--- src/rtl/gray_decode.sv ---
// gray_decode: decodes a sampled Gray-coded counter to binary and checks that
// the samples form a +1 sequence. Once LOCK_CNT consecutive increments have
// been seen the stream is declared locked. While locked, the block reports a
// wrap from all-ones to zero and flags any sequence break, counting breaks in
// a saturating counter.
//
// state | meaning
// ------+-------------------------------------------------------------
// IDLE  | no reference yet; the next valid sample seeds prev
// ACQ   | counting consecutive +1 samples toward LOCK_CNT
// LOCK  | tracking; a mismatch raises err and drops back to ACQ
//
// Ports:
//   clk       rising-edge clock
//   rst       synchronous active-high reset
//   gray_in   Gray-coded count sample (CBITS)
//   gray_vld  gray_in valid this cycle
//   bin_out   registered binary decode of the last valid sample
//   bin_vld   one-cycle pulse, bin_out updated
//   locked    level, FSM is in LOCK
//   wrap      one-cycle pulse, locked stream wrapped to zero
//   err       one-cycle pulse, sequence break while locked
//   err_cnt   saturating count of err pulses
module gray_decode #(
    parameter int CBITS    = 18,
    parameter int LOCK_CNT = 4
) (
    input  logic             clk,
    input  logic             rst,
    input  logic [CBITS-1:0] gray_in,
    input  logic             gray_vld,
    output logic [CBITS-1:0] bin_out,
    output logic             bin_vld,
    output logic             locked,
    output logic             wrap,
    output logic             err,
    output logic [7:0]       err_cnt
);

    localparam logic [1:0] S_IDLE = 2'd0;
    localparam logic [1:0] S_ACQ  = 2'd1;
    localparam logic [1:0] S_LOCK = 2'd2;

    localparam logic [3:0] LOCK_TGT = 4'(LOCK_CNT);

    logic [1:0]       state;
    logic [CBITS-1:0] prev;
    logic [3:0]       good_cnt;
    logic [CBITS-1:0] dec;
    logic [CBITS-1:0] expected;
    logic             match;
    logic [3:0]       good_nxt;

    // Binary bit i is the XOR of all Gray bits at or above i.
    always_comb begin
        dec = '0;
        for (int i = 0; i < CBITS; i++) begin
            dec[i] = ^(gray_in >> i);
        end
    end

    assign expected = prev + CBITS'(1);
    assign match    = (dec == expected);
    assign good_nxt = good_cnt + 4'd1;
    assign locked   = (state == S_LOCK);

    always_ff @(posedge clk) begin
        if (rst) begin
            state    <= S_IDLE;
            prev     <= '0;
            good_cnt <= 4'd0;
            bin_out  <= '0;
            bin_vld  <= 1'b0;
            wrap     <= 1'b0;
            err      <= 1'b0;
            err_cnt  <= 8'd0;
        end else begin
            bin_vld <= 1'b0;
            wrap    <= 1'b0;
            err     <= 1'b0;
            if (gray_vld) begin
                bin_out <= dec;
                bin_vld <= 1'b1;
                // Every sample reseeds prev so reacquisition starts from it.
                prev    <= dec;
                case (state)
                    S_IDLE: begin
                        good_cnt <= 4'd0;
                        state    <= S_ACQ;
                    end
                    S_ACQ: begin
                        if (match) begin
                            good_cnt <= good_nxt;
                            if (good_nxt == LOCK_TGT) begin
                                state <= S_LOCK;
                            end
                        end else begin
                            good_cnt <= 4'd0;
                        end
                    end
                    S_LOCK: begin
                        if (match) begin
                            // Only a sample that arrives already locked may wrap.
                            if (dec == '0) begin
                                wrap <= 1'b1;
                            end
                        end else begin
                            err      <= 1'b1;
                            good_cnt <= 4'd0;
                            state    <= S_ACQ;
                            if (err_cnt != 8'hFF) begin
                                err_cnt <= err_cnt + 8'd1;
                            end
                        end
                    end
                    default: begin
                        good_cnt <= 4'd0;
                        state    <= S_IDLE;
                    end
                endcase
            end
        end
    end

endmodule

--- config.mk ---
export PLATFORM = sky130hd
export DESIGN_NAME = gray_decode
export DESIGN_NICKNAME = d
export VERILOG_FILES = /design/src/rtl/gray_decode.sv
export SDC_FILE = /design/constraint.sdc
export NUM_CORES = 1
export LEC_CHECK = 0
export ABC_AREA = 1
export CORE_MARGIN = 4
export CORE_UTILIZATION = 30
export CTS_CLUSTER_SIZE = 24
export DETAILED_ROUTE_END_ITERATION = 8
export PLACE_DENSITY = 0.56
export SLEW_MARGIN = 30
export SYNTH_ARGS = -nofsm -noshare
export SYNTH_HDL_FRONTEND = slang
export SYNTH_SLANG_ARGS = --single-unit
--- constraint.sdc ---
create_clock -name clk -period 3.1 [get_ports clk]
set_clock_uncertainty 0.15 [all_clocks]
set_input_delay 0.62 -clock clk [delete_from_list [all_inputs] [get_ports clk]]
set_output_delay 0.62 -clock clk [all_outputs]
set_load 0.02 [all_outputs]
# Word level (Yosys, flattened, before mapping)
# Cells that the tools add are included.
totals:
  reg_bits: 35
  word_cells: 56
  inputBits: 21
classes:
  bitwise: 3
  n_eq_ne: 8
  n_reduce_logical: 25
  n_addsub: 3
  muxes: 10
ops:
  columns: ["op", "n"]
  rows:
  - ["18-bit parity", 18]
  - ["18-bit by 1-bit adder with 18-bit output (second input constant)", 1]
  - ["18-bit equality test", 1]
  - ["18-bit logical NOT", 1]
  - ["8-bit by 1-bit adder with 8-bit output (second input constant)", 1]
  - ["4-bit 2-to-1 mux", 2]
  - ["8-bit inequality test (second input constant)", 1]
  - ["4-bit one-hot mux with 2 select lines", 1]
  - ["4-bit AND reduction", 2]
  - ["2-bit 2-to-1 mux", 3]
  - ["2-bit inequality test (second input constant)", 3]
  - ["2-bit one-hot mux with 3 select lines", 1]
  - ["4-bit by 1-bit adder with 4-bit output (second input constant)", 1]
  - ["4-bit by 3-bit equality test with 1-bit output (second input constant)", 1]
  - ["4-bit OR reduction", 1]
  - ["1-bit 2-to-1 mux", 3]
  - ["1-bit inverter", 3]
  - ["3-bit OR reduction", 1]
  - ["2-bit by 1-bit equality test with 1-bit output (second input constant)", 1]
  - ["2-bit equality test (second input constant)", 1]
  - ["2-bit logical NOT", 1]
  - ["2-bit AND reduction", 1]

# Longest topological paths before layout
logic_depth:
  ltp_word: 5
  mapped_depth: 21

# Worst setup path after synthesis
# Ideal clock, no wire load.
synth_timing:
  path_kind: "input port to flip-flop"
  start: "input gray_in[16]"
  end: "register good_cnt[2]"
  required_time_ps: 2837
  setup_ps: 113
  path_slack_ps: 347
  t_arrival_ps: 2490
  cell_stages: 20
  path_cell_list: "inv_1 ha_1 inv_1 nand3_2 nand2_4 inv_2 nand2_1 nand2_2 nand2_2 nand2_1 nand2_1 nand2_1 nor2_1 nand3_1 nor2_4 nand3_2 nand2_4 inv_2 nor2_1 nor2_1"
synth_between:
  elab_chain_len: 4
  word_cells_on_any_way: 22
synth_rtl:
  columns: ["element", "line_no", "text"]
  rows:
  - ["start, declared", "30", "input logic [CBITS-1:0] gray_in,"]
  - ["18-bit parity *", "58", "dec[i] = ^(gray_in >> i);"]
  - ["named net dec[16]", "49", "logic [CBITS-1:0] dec;"]
  - ["18-bit equality test *", "63", "assign match = (dec == expected);"]
  - ["4-bit 2-to-1 mux or 2-bit inequality test (tied branches)", null, null]
  - ["4-bit one-hot mux with 2 select lines or 2-bit AND reduction (tied branches)", null, null]
  - ["end signal, assigned", "93", "good_cnt <= good_nxt;"]
  - ["end, declared", "48", "logic [3:0] good_cnt;"]
# The timed path passes the listed nets; every way through them passes the cells marked *.
# A chain may end at the register's enable or synchronous reset.

# Worst setup path after layout
layout_timing:
  start: "input gray_in[7]"
  end: "register good_cnt[2]"
layout_between:
  elab_chain_len: 4
  word_cells_on_any_way: 13
layout_rtl:
  columns: ["element", "line_no"]
  rows:
  - ["18-bit parity", "58"]
  - ["18-bit equality test *", "63"]
  - ["4-bit 2-to-1 mux or 2-bit inequality test (tied branches)", null]
  - ["4-bit one-hot mux with 2 select lines or 2-bit AND reduction (tied branches)", null]
# Every way passes the cells marked *; elsewhere a longest branch is shown, timed or not.

==> out/qor.txt <==
status -> completed
Slew @ Worst Pin -> 0.880 ns
Worst EP required -> 3.13 ns
layout cell share with drive strength beyond 1 -> 0.218
final std cells w/o fill -> 865
CTS root buffer -> clkbuf_16
core region area -> 11000 sq um
CTS tree -> built
Die X -> 115 um
flops & latches, synth -> 35
placed cells -> 841
number of iterations in the first detailed-routing pass -> 5
Mean Syn Cell Area -> 5.64 sq um
# IOs -> 51
Final Max Tran Viols -> 0
PortBufs -> 50
Startpoint Class -> input port
R2R depth -> 16
CTS clk-pin slew, worst paths -> 0.06 ns
Distinct cells, synth -> 31
largest net degree at the start of global routing -> 20
total power -> 0.00197 W
# rows -> 38
H-tree levels -> 2
drt via density -> 4.66
Crit Path Category -> in -> reg
sequential share of the synthesized area -> 0.205
antenna violations before repair -> 0
most used routing layer -> met2
Most common cell on crit path -> nand2_1
Final nets -> 750
count leader, synth -> nand2_1
Synth Cell Area -> 3420 sq um
synthesized net count -> 633
area grow syn2layout -> 42.7%
CTS Buffer Depth -> 2
Hold Vio Cnt, Final -> 0
post-synth top area cell -> nand2_1
R2R setup slack -> 0.35 ns
MaxCap Viol Count -> 0
post-route core utilization -> 0.445
CP Capture Type -> flop
reg2reg end -> good_cnt[2]
1st-iter DRT viols -> 322
DR WL/cell -> 12.5 um
ant diodes -> 0
routability cong. -> 0.906
drt total wl -> 10800 um
Via Count -> 4032
slew margin rel. -> 0.411
area share of the largest cell type after synthesis -> 0.255
Setup crit start -> gray_in[7]
worst skew pair latency -> 0.28 ns
met1 Resource Use GR -> 0.229
ys async rst share -> 0
Pleak -> 2.53 nW
first-pass GRT wire length -> 17500 um
Synth Flop Type -> dfxtp_1
DRC -> 0
Starting Density -> 0.312
VDD IR-drop max -> 0.257 mV
vias in the first global route -> 3715
pwr/cell area -> 403 nW/um^2
Max Fclk -> 0.353 GHz
# hold bufs at CTS -> 0
hold slack final -> 0.320 ns
Post-synth EDFFs -> 0
met2 Usage GRT -> 0.274
minimum clock period -> 2.83 ns
critical path arrival -> 2.86 ns
TritonCTS sink count -> 35
final setup vio count -> 0
Antenna Violating Nets Remaining -> 0
Hold WC Path Type -> reg -> reg
worst setup path endpoint -> good_cnt[2]
Die Height -> 115 um
Cells after Synth -> 607
CTS buffer count -> 5
crit-path cells -> clkdlybuf4s50_1 -> inv_1 -> nand2_1 -> nand2_2 -> inv_1 -> nand2_1 -> nand2_1 -> inv_2 -> nand2_1 -> nand2_1 -> nand2_1 -> nand3b_1 -> nand2_1 -> nand3_2 -> nor2_4 -> nand3_2 -> nand2_4 -> inv_2 -> nor2_1 -> nor2_1
Final Cycle Share -> 0.913
grt total ovfl -> 0
slowest cell on the critical path -> clkdlybuf4s50_1
met3 GRT Util -> 0.0189
GRT Resource Usage Total -> 0.164
most frequent cells after synthesis -> nand2_1 (233), inv_1 (66), nand3_1 (56)
r2r startpoint -> prev[0]
Max FO, Critical Path -> 5
Worst path max stage delay -> 0.51 ns
Final HPWL DP -> 8850 um
die area -> 13200 sq um
Synth area leaders -> nand2_1 (26%), dfxtp_1 (20%), nand3_1 (8.2%)
synth warn -> 0
[sequential cells by signal (all words and copies together) (netlist names)]
signal    count
wrap          1
state         2
good_cnt      4
bin_vld       1
err           1
prev         18
err_cnt       8
[worst max-delay path, delay by kind of cell]
kind          cells  cell delay (ns)
simple gates     15             1.45
buf+inv           5             0.81
[where the power goes]
part,leakage [nW],internal [W],switching [W],total (W)
sequential,0.288,0.000478,0.0000364,0.000514
clock,0.0838,0.000379,0.000201,0.000580
combinational,2.16,0.000380,0.000495,0.000875
[worst min path at each step]
stage                        start       end  slack [ns]  cells past startpoint
after floorplan           state[1]  state[1]        0.30                      2
after global placement    state[1]  state[1]        0.31                      2
after detailed placement  state[1]  state[1]        0.31                      2
after CTS                 state[1]  state[1]        0.32                      2
after global routing      state[1]  state[1]        0.36                      2
final                     state[1]  state[1]        0.32                      2
[timing repair]
action	CTS	global route
gates cloned	2	0
resized for setup	4	40
setup endpoints to repair	10	15
pin swaps	6	14
setup buffers	3	11
[cell usage in the layout, fill, tap and decap left out, types with 9 or more instances in the layout]
cell / count
buf_4: 66
dlymetal6s2s_1: 11
nand2_1: 225
inv_1: 58
nor2_1: 48
nand3_1: 52
o21ai_0: 15
nand2_4: 9
a21oi_1: 22
xor2_1: 19
inv_2: 20
xnor2_1: 10
nand2_2: 32
dfxtp_1: 35
clkdlybuf4s50_1: 39
nand4_1: 14
[metrics by stage]
step / instance area [sq um] / setup WS (ns) / TNS (ns)
after CTS: 4690 / 0.00778 / 0
after floorplan: 3420 / 0.347 / 0
final: 4880 / 0.269 / 0
after detailed placement: 4450 / -0.339 / -4.51
after global placement: 4450 / -0.238 / -2.96
after global routing: 4880 / -0.000814 / -0.000814
[area by class of cell]
cell class                      instances  area (sq um)
Fill cell                            1160          6100
Multi-Input combinational cell        488          2520
Timing Repair Buffer                  116          1020
Sequential cell                        35           701
Inverter                               78           293
Tap cell                              140           175
Clock buffer                            5           125
Clock inverter                          3          43.8
[logic make-up after synthesis]
logic type	Yosys count	share of synthesized area
flops	35	0.205
compound gates	42	0.0643
simple gates	407	0.534
xor+xnor	32	0.0819
buf+inv	86	0.0969
fa+ha+maj	5	0.0183
[routing by layer]
metal  routed length [um]  part of all wire
met4                  101            0.0093
met5                    0                 0
met1                 5010              0.46
met2                 5050              0.47
met3                  652             0.060
(Power assumes the default switching activity.)
